## config.mk

```make
export PLATFORM = sky130hd
export DESIGN_NAME = engine_sched_flat
export DESIGN_NICKNAME = d
export VERILOG_FILES = /design/src/rtl/engine_sched_if.sv /design/src/rtl/engine_sched.sv /design/src/flat_wrapper.sv
export SDC_FILE = /design/constraint.sdc
export NUM_CORES = 1
export LEC_CHECK = 0
export BUFFER_PORTS_ARGS = -buffer_cell sky130_fd_sc_hd__buf_2
export CAP_MARGIN = 20
export CORE_MARGIN = 4
export CORE_UTILIZATION = 50
export DETAILED_ROUTE_END_ITERATION = 16
export PLACE_DENSITY = 0.9
export REMOVE_ABC_BUFFERS = 1
export SYNTH_ARGS = -nofsm -noshare
export SYNTH_HDL_FRONTEND = slang
export SYNTH_SLANG_ARGS = --single-unit
```

## constraint.sdc

```tcl
create_clock -name clk -period 4.06 [get_ports clk]
set_input_delay 0.406 -clock clk [delete_from_list [all_inputs] [get_ports clk]]
set_output_delay 0.406 -clock clk [all_outputs]
set_load 0.02 [all_outputs]
```

## src/rtl/engine_sched_if.sv

```systemverilog
// rtl/engine_sched_if.sv - requester and engine signal bundle for engine_sched
interface engine_sched_if #(
    parameter int NREQ  = 4,
    parameter int WIDTH = 7
);
    localparam int IDW = $clog2(NREQ);

    logic [NREQ-1:0]       req;
    logic [NREQ*WIDTH-1:0] req_data;
    logic [NREQ-1:0]       ack;
    logic [WIDTH-1:0]      rsp_data;
    logic                  err;
    logic [IDW-1:0]        grant_id;
    logic                  busy;
    logic                  eng_start;
    logic [WIDTH-1:0]      eng_data;
    logic                  eng_done;
    logic [WIDTH-1:0]      eng_result;

    modport master (
        output req, req_data, eng_done, eng_result,
        input  ack, rsp_data, err, grant_id, busy, eng_start, eng_data
    );

    modport slave (
        input  req, req_data, eng_done, eng_result,
        output ack, rsp_data, err, grant_id, busy, eng_start, eng_data
    );
endinterface

```

## src/rtl/engine_sched.sv

```systemverilog
// rtl/engine_sched.sv - round-robin scheduler sharing one start/done engine among NREQ requesters
// Optional engine-wait timeout enabled by defining ENGINE_SCHED_TIMEOUT_EN.
module engine_sched #(
    parameter int NREQ    = 4,
    parameter int WIDTH   = 7,
    parameter int TIMEOUT = 64
) (
    input  logic          clk,
    input  logic          reset,
    engine_sched_if.slave bus
);
    localparam int IDW = $clog2(NREQ);

    typedef enum logic [1:0] {IDLE, ISSUE, WAIT, RESP} state_t;

    state_t           state_q, state_d;
    logic [IDW-1:0]   ptr_q;
    logic [IDW-1:0]   grant_id_q;
    logic [IDW-1:0]   win;
    logic [IDW-1:0]   idx;
    logic             found;
    logic [NREQ-1:0]  ack_q;
    logic [WIDTH-1:0] rsp_data_q;
    logic [WIDTH-1:0] eng_data_q;
    logic             busy_q;
    logic             eng_start_q;

    if (NREQ < 2 || NREQ > 8 || TIMEOUT < 1) begin : g_param_check
        $error("engine_sched: NREQ must be 2..8 and TIMEOUT at least 1");
    end

    // First requesting slot at or after ptr, wrapping modulo NREQ.
    always_comb begin
        found = 1'b0;
        win   = ptr_q;
        idx   = '0;
        for (int i = 0; i < NREQ; i++) begin
            idx = IDW'((int'(ptr_q) + i) % NREQ);
            if (!found && bus.req[idx]) begin
                found = 1'b1;
                win   = idx;
            end
        end
    end

`ifdef ENGINE_SCHED_TIMEOUT_EN
    localparam int CNT_W = $clog2(TIMEOUT + 1);

    logic [CNT_W-1:0] wait_cnt;
    logic             timed_out;
    logic             err_q;

    // eng_done takes priority over an expiring counter.
    assign timed_out = (state_q == WAIT) && !bus.eng_done && (wait_cnt == CNT_W'(TIMEOUT - 1));

    always_ff @(posedge clk or posedge reset) begin
        if (reset) begin
            wait_cnt <= '0;
            err_q    <= 1'b0;
        end else begin
            err_q <= timed_out;
            if (state_q != WAIT) begin
                wait_cnt <= '0;
            end else if (!bus.eng_done) begin
                wait_cnt <= wait_cnt + CNT_W'(1);
            end
        end
    end

    assign bus.err = err_q;
`else
    assign bus.err = 1'b0;
`endif

    always_comb begin
        state_d = state_q;
        unique case (state_q)
            IDLE:  if (found) state_d = ISSUE;
            ISSUE: state_d = WAIT;
            WAIT: begin
                if (bus.eng_done) begin
                    state_d = RESP;
                end
`ifdef ENGINE_SCHED_TIMEOUT_EN
                else if (timed_out) begin
                    state_d = RESP;
                end
`endif
            end
            RESP:    state_d = IDLE;
            default: state_d = IDLE;
        endcase
    end

    // Outputs are registered from the next state so they line up with it.
    always_ff @(posedge clk or posedge reset) begin
        if (reset) begin
            state_q     <= IDLE;
            ptr_q       <= '0;
            grant_id_q  <= '0;
            ack_q       <= '0;
            rsp_data_q  <= '0;
            eng_data_q  <= '0;
            busy_q      <= 1'b0;
            eng_start_q <= 1'b0;
        end else begin
            state_q     <= state_d;
            busy_q      <= (state_d != IDLE);
            eng_start_q <= (state_d == ISSUE);
            ack_q       <= '0;
            if (state_q == IDLE && found) begin
                grant_id_q <= win;
                eng_data_q <= bus.req_data[int'(win) * WIDTH +: WIDTH];
            end
            if (state_q == WAIT && bus.eng_done) begin
                rsp_data_q <= bus.eng_result;
            end
`ifdef ENGINE_SCHED_TIMEOUT_EN
            else if (timed_out) begin
                rsp_data_q <= '0;
            end
`endif
            if (state_d == RESP) begin
                ack_q[grant_id_q] <= 1'b1;
            end
            if (state_q == RESP) begin
                ptr_q <= (grant_id_q == IDW'(NREQ - 1)) ? '0 : grant_id_q + IDW'(1);
            end
        end
    end

    assign bus.ack       = ack_q;
    assign bus.rsp_data  = rsp_data_q;
    assign bus.grant_id  = grant_id_q;
    assign bus.busy      = busy_q;
    assign bus.eng_start = eng_start_q;
    assign bus.eng_data  = eng_data_q;
endmodule

```

## src/flat_wrapper.sv

```systemverilog
// flat-port wrapper written by rule: the top's interface ports become plain ports
module engine_sched_flat 
#(
    parameter int NREQ    = 4,
    parameter int WIDTH   = 7,
    parameter int TIMEOUT = 64
)
  (clk, reset, bus_req, bus_req_data, bus_eng_done, bus_eng_result, bus_ack, bus_rsp_data, bus_err, bus_grant_id, bus_busy, bus_eng_start, bus_eng_data);
  engine_sched_if #(.NREQ(NREQ), .WIDTH(WIDTH)) bus_i ();
  input  logic clk;
  input  logic reset;
  input wire logic [$bits(bus_i.req)-1:0] bus_req;
  input wire logic [$bits(bus_i.req_data)-1:0] bus_req_data;
  input wire logic [$bits(bus_i.eng_done)-1:0] bus_eng_done;
  input wire logic [$bits(bus_i.eng_result)-1:0] bus_eng_result;
  output wire logic [$bits(bus_i.ack)-1:0] bus_ack;
  output wire logic [$bits(bus_i.rsp_data)-1:0] bus_rsp_data;
  output wire logic [$bits(bus_i.err)-1:0] bus_err;
  output wire logic [$bits(bus_i.grant_id)-1:0] bus_grant_id;
  output wire logic [$bits(bus_i.busy)-1:0] bus_busy;
  output wire logic [$bits(bus_i.eng_start)-1:0] bus_eng_start;
  output wire logic [$bits(bus_i.eng_data)-1:0] bus_eng_data;
  assign bus_i.req = bus_req;
  assign bus_i.req_data = bus_req_data;
  assign bus_i.eng_done = bus_eng_done;
  assign bus_i.eng_result = bus_eng_result;
  assign bus_ack = bus_i.ack;
  assign bus_rsp_data = bus_i.rsp_data;
  assign bus_err = bus_i.err;
  assign bus_grant_id = bus_i.grant_id;
  assign bus_busy = bus_i.busy;
  assign bus_eng_start = bus_i.eng_start;
  assign bus_eng_data = bus_i.eng_data;
  engine_sched #(.NREQ(NREQ), .WIDTH(WIDTH), .TIMEOUT(TIMEOUT)) u_core (.clk(clk), .reset(reset), .bus(bus_i));
endmodule
```

==> results.py, run 1 <==
metrics = {
    "run_status": {
        "status": "complete, no violations",
    },
    "worst_setup_path": {
        "crit_end": "u_core.bus.eng_data[3]",
        "critPathLaunch": "u_core.ptr_q[1]",
        "endpoint_kind": "flip-flop",
        "critPathLaunchType": "flip-flop",
        "ff2ff_path_depth": 5,
        "r2r_start": "u_core.ptr_q[1]",
        "critPathBufInv": 0,
        "critical_path_required_ns": 4.28,
        "path_max_fanout": 7,
        "critPathTopFamily": "compound AO/OA/AOI/OAI gates",
        "r2r_slack_ns": 2.02,
        "rr_endpoint": "u_core.bus.eng_data[3]",
        "critical_path_depth": 5,
        "cp_data_arrival_time_ns": 2.26,
        "path_cells": "nor3b_4 > a2111o_4 > nand2_4 > mux2_4 > a221o_1",
        "max_stage_delay_ns": 0.53,
        "cp_slowest_cell": "a2111o_4",
        "critPathKind": "flip-flop to flip-flop",
    },
    "placement": {
        "placed_area_um2": 1740,
        "port_buffers": 63,
        "globalplace.congestion": 0.798,
        "dpl.hpwl_um": 2430,
    },
    "cells_and_area": {
        "antennaDiodeCount": 0,
        "design_area_um2": 1820,
        "final_nets": 247,
        "layout-area-overhead-vs-synth_pct": 28.7,
        "drive_gt1_frac": 0.430,
    },
    "sta": {
        "max_freq_mhz": 489,
        "setup_tns_ns": 0,
        "setup_viol": 0,
        "hold_viol_final": 0,
        "rsz0062_at_grt": "no",
        "relSlewSlack": 0.520,
        "tightest_slew_ns": 0.718,
        "skew_ns": 0.00583,
        "post-route-min-period_ns": 2.04,
        "slew_viol_final": 0,
        "min_period_over_period": 0.503,
    },
    "routing": {
        "wl_met2_um": 1300,
        "top_layer": "met4",
        "wl_per_cell_um": 13.1,
        "dr_total_vias": 1237,
        "drt_wl_total_um": 3020,
        "drc_errors": 0,
        "antenna_left": 0,
        "drtIter0Drc": 30,
        "firstDrtPassIters": 4,
        "m1WireLength_um": 1370,
        "dr_wl_met3_um": 333,
        "routed_via_density": 5.35,
    },
    "floorplan": {
        "die_h_um": 61.1,
        "ios": 65,
        "die-area_um2": 3740,
        "die_w_um": 61.1,
        "num_rows": 19,
        "initial_core_util": 0.516,
        "core-area_um2": 2730,
    },
    "synth": {
        "ys_ff_latch": 26,
        "synth_edf_count": 0,
        "synthCells": 135,
        "synth_area_per_cell_um2": 10.5,
        "synth_most_common_cell": "dfrtp_1",
        "ys_seq_area_frac": 0.461,
        "synth_top_area_cell": "dfrtp_1",
        "yosys.area.top_type_share": 0.461,
        "ys_types": 42,
        "synth_area_um2": 1410,
        "synth-main-ff-cell": "dfrtp_1",
        "synthArstFlopShare": 1.00,
        "ys_top_cells_by_count": "dfrtp_1, nand2_1, nor2_1",
        "yosys_warnings": 0,
        "synthTopCellsByArea": "dfrtp_1, nand2_1, mux2_4, ha_1, a221o_1",
    },
    "job": {
        "max_cap_viol_count": 0,
    },
    "power": {
        "p_leak_nw": 0.961,
        "pwr_density_cell_nw_per_um2": 674,
        "ir_drop_v": 0.000406,
        "total_power_mw": 1.22,
    },
    "clock_network": {
        "root_buffer": "clkbuf_4",
        "insertion_delay_ns": 0.32,
        "numCtsBuffers": 3,
        "cts_tree": "built",
        "cts.sink_count": 26,
        "clkTransAtPathRegs_ns": 0.14,
        "cts_max_path_buffers": 2,
        "htree_levels": 1,
    },
    "global_route": {
        "gr-total-overflow": 0,
        "grtUsageTotal": 0.176,
        "grt_antenna_before_repair": 0,
        "grt_pass1_vias": 1149,
        "grt_start_max_net_pins": 27,
        "grt_pass1_wl_um": 4870,
    },
    "hold_path": {
        "min-delay-path-class": "input pin to flip-flop",
    },
}
cell usage in the layout, fill, tap and decap left out, types with 2 or more instances in the layout:
master	instances
and2_1	4
nand2b_1	2
nand2_1	25
ha_1	4
clkbuf_4	3
mux2i_1	3
inv_1	4
a21oi_1	6
nor2_1	7
dfrtp_1	26
a211oi_1	4
o21ai_0	5
mux2_4	4
a221o_1	4
nand3_1	4
o31ai_1	2
buf_2	63
a211oi_2	2
o31a_1	2
worst min-delay path: cells and delay by family:
kind	cells	cell delay, ns
buf+inv	1	0.07
simple gates	2	0.08
sequential cells by signal, indices dropped and copies added (netlist names):
register              flops
u_core.bus.eng_data       7
u_core.bus.rsp_data       7
u_core.bus.ack            4
u_core.bus.grant_id       2
u_core.ptr_q              2
u_core.state_q            2
u_core.bus.busy           1
u_core.bus.eng_start      1
worst min-delay path by stage:
stage                              to              startpoint  cells past startpoint
2_1_floorplan       u_core.bus.ack[0]                   reset                      1
3_3_place_gp   u_core.bus.rsp_data[1]  u_core.bus.rsp_data[1]                      2
3_5_place_dp   u_core.bus.rsp_data[4]  u_core.bus.rsp_data[4]                      2
4_1_cts        u_core.bus.rsp_data[5]       bus_eng_result[5]                      3
5_1_grt        u_core.bus.rsp_data[5]       bus_eng_result[5]                      3
6_report       u_core.bus.rsp_data[5]       bus_eng_result[5]                      3
through the flow:
step | util | setup WS (ns) | hold WS (ns) | instances
after floorplan | - | 2.14 | 0.446 | 131
after global placement | 0.638 | 2.02 | 0.454 | 225
after detailed placement | 0.638 | 2.00 | 0.463 | 225
after CTS | 0.651 | 2.02 | 0.258 | 229
after global routing | 0.665 | 1.93 | 0.248 | 231
final | 0.665 | 2.02 | 0.264 | 231
power by group:
part	leakage, nW	internal [mW]	switching (mW)
sequential	0.322	0.371	0.0783
combinational	0.618	0.263	0.383
clock	0.0210	0.0548	0.0745
total	0.961	0.689	0.536
cell families (layout without fill, tap and decap cells):
logic type | count (synthesis) | count (layout) | synth area share
other | 1 | 1 | 0.00266
AOI/OAI and AO/OA | 33 | 33 | 0.187
buffers and inverters | 9 | 74 | 0.0292
DFF | 26 | 26 | 0.461
and+or+nand+nor | 53 | 53 | 0.207
muxes | 8 | 8 | 0.0718
adders and majority gates | 4 | 4 | 0.0355
xor gates and xnor gates | 1 | 1 | 0.00621
metal layers:
layer  vias up  GRT usage
met3         2     0.0335
met5         -          0
met2        67      0.279
met4         0     0.0712
li1        612          -
met1       556      0.236
what timing repair did:
item | 4_1_cts | 5_1_grt
endpoints found under the hold margin | 0 | 1
hold buffers | 0 | 1
setup buffers | 0 | 0
resized for setup | 0 | 0
area by class of cell:
class | instances | area, um^2
tap | 31 | 38.8
sequential | 26 | 651
timing repair buffer | 65 | 353
inverter | 5 | 18.8
multi-input combinational | 100 | 719
fill | 225 | 917
clock buffer | 4 | 36.3
(Power assumes the default switching activity.)
==> inputs of run 2 (changes only) <==
- CORE_UTILIZATION: 50 -> 46
- PLACE_DENSITY: 0.9 -> 0.84
- clock period: 4.06 -> 2 ns (I/O delays scaled with it)
==> results.py, run 2 (synthesis gave the netlist of run 1 again) <==
metrics = {
    "sta": {
        "setup_tns_ns": 0,
        "slew_viol_final": 0,
        "relSlewSlack": 0.541,
        "tightest_slew_ns": 0.687,
        "setup_viol": 0,
        "rsz0062_at_grt": "no",
        "max_freq_mhz": 526,
        "post-route-min-period_ns": 1.90,
        "min_period_over_period": 0.951,
        "hold_viol_final": 0,
        "skew_ns": 0.00105,
    },
    "clock_network": {
        "cts_max_path_buffers": 2,
        "root_buffer": "clkbuf_4",
        "numCtsBuffers": 3,
        "hold_buffers": 1,
        "clkTransAtPathRegs_ns": 0.13,
        "cts_resized": 0,
        "cts.sink_count": 26,
        "cts_tree": "built",
        "cts_setup_buffers": 0,
        "insertion_delay_ns": 0.30,
        "htree_levels": 1,
    },
    "cells_and_area": {
        "fill_cells": 245,
        "layout-area-overhead-vs-synth_pct": 31.6,
        "final_common_cell": "buf_2",
        "final_cell_mix": "buf_2, dfrtp_1, nand2_1, nor2_1, buf_4",
        "antennaDiodeCount": 0,
        "final_nets": 253,
        "drive_gt1_frac": 0.447,
        "design_area_um2": 1860,
        "multiInputGateArea_um2": 719,
        "final-seq-area_um2": 651,
    },
    "global_route": {
        "grt_antenna_before_repair": 0,
        "grt_pass1_wl_um": 5190,
        "grt_start_max_net_pins": 27,
        "grtUsageTotal": 0.162,
        "gr-total-overflow": 0,
        "grt_pass1_vias": 1210,
    },
    "floorplan": {
        "core-area_um2": 2850,
        "die-area_um2": 4020,
        "die_w_um": 63.4,
        "num_rows": 19,
        "die_h_um": 63.4,
        "ios": 65,
        "initial_core_util": 0.495,
    },
    "routing": {
        "drtIter0Drc": 30,
        "dr_total_vias": 1217,
        "firstDrtPassIters": 4,
        "wl_per_cell_um": 13.3,
        "routed_via_density": 5.14,
        "drc_errors": 0,
        "antenna_left": 0,
        "drt_wl_total_um": 3160,
    },
    "hold_path": {
        "hp-start": "bus_eng_result[6]",
        "whs_path_depth": 3,
        "min-delay-path-class": "input pin to flip-flop",
        "hold_end": "u_core.bus.rsp_data[6]",
    },
    "placement": {
        "dpl.hpwl_um": 2570,
        "port_buffers": 63,
        "globalplace.congestion": 0.885,
        "placed_area_um2": 1800,
    },
    "worst_setup_path": {
        "r2r_slack_ns": 0.1,
        "cp_data_arrival_time_ns": 2.11,
        "path_max_fanout": 4,
        "ff2ff_path_depth": 5,
        "rr_endpoint": "u_core.bus.eng_data[3]",
        "critPathLaunch": "u_core.ptr_q[1]",
        "endpoint_kind": "flip-flop",
        "critPathLaunchType": "flip-flop",
        "critPathKind": "flip-flop to flip-flop",
        "r2r_start": "u_core.ptr_q[1]",
        "critical_path_required_ns": 2.20,
    },
    "power": {
        "ir_drop_v": 0.000657,
        "pwr_density_cell_nw_per_um2": 1430,
        "p_leak_nw": 0.989,
    },
    "run_status": {
        "status": "complete, no violations",
    },
    "job": {
        "max_cap_viol_count": 0,
    },
}
==> run 2: stage by stage <==
step / total power, mW / utilization / setup slack [ns] / hold slack, ns / std cells
after detailed placement: 2.32 / 0.629 / 0.108 / 0.264 / 232
after CTS: 2.68 / 0.651 / 0.104 / 0.0643 / 237
final: 2.65 / 0.651 / 0.0987 / 0.0738 / 237
after global routing: 2.87 / 0.651 / 0.0566 / 0.0637 / 237
after floorplan: 1.85 / - / 0.0835 / 0.240 / 131
after global placement: 2.27 / 0.629 / 0.166 / 0.267 / 232
==> run 2: worst max-delay path by stage <==
stage	endpoint	slack, ns	cells past startpoint
finish	u_core.bus.eng_data[3]	0.1	5
global route	u_core.bus.eng_data[3]	0.06	5
CTS	u_core.bus.eng_data[3]	0.10	5
detailed placement	u_core.bus.eng_data[3]	0.11	5
global placement	u_core.bus.eng_data[4]	0.17	5
floorplan	u_core.bus.eng_data[2]	0.08	5
==> run 2: report_power, final <==
group	switching [mW]	leakage [nW]	internal [mW]	total, mW
logic	0.823	0.639	0.583	1.41
registers	0.147	0.322	0.752	0.899
clock network	0.143	0.0279	0.202	0.345
total	1.11	0.989	1.54	2.65
==> run 2: critical path, stage by stage (launching register included) <==
cell      delay [ns]
dfrtp_1         0.42
nor3b_4         0.17
a2111o_4        0.48
nand2_4         0.10
mux2_4          0.30
a221o_1         0.32
==> run 2: layer usage <==
layer  vias up  share of wire  GRT usage  routed length (um)
li1        613              -          -                   -
met1       547           0.47      0.213                1490
met2        55           0.44      0.269                1380
met3         2          0.084     0.0284                 264
met4         0         0.0070     0.0539                  22
met5         -              0          0                   0
==> run 2: area by class of cell <==
class / instances / share of cell area
sequential: 26 / 0.350
tap: 31 / 0.0209
multi-input combinational: 100 / 0.387
inverter: 5 / 0.0101
timing repair buffer: 71 / 0.203
clock inverter: 1 / 0.0162
clock buffer: 3 / 0.0121
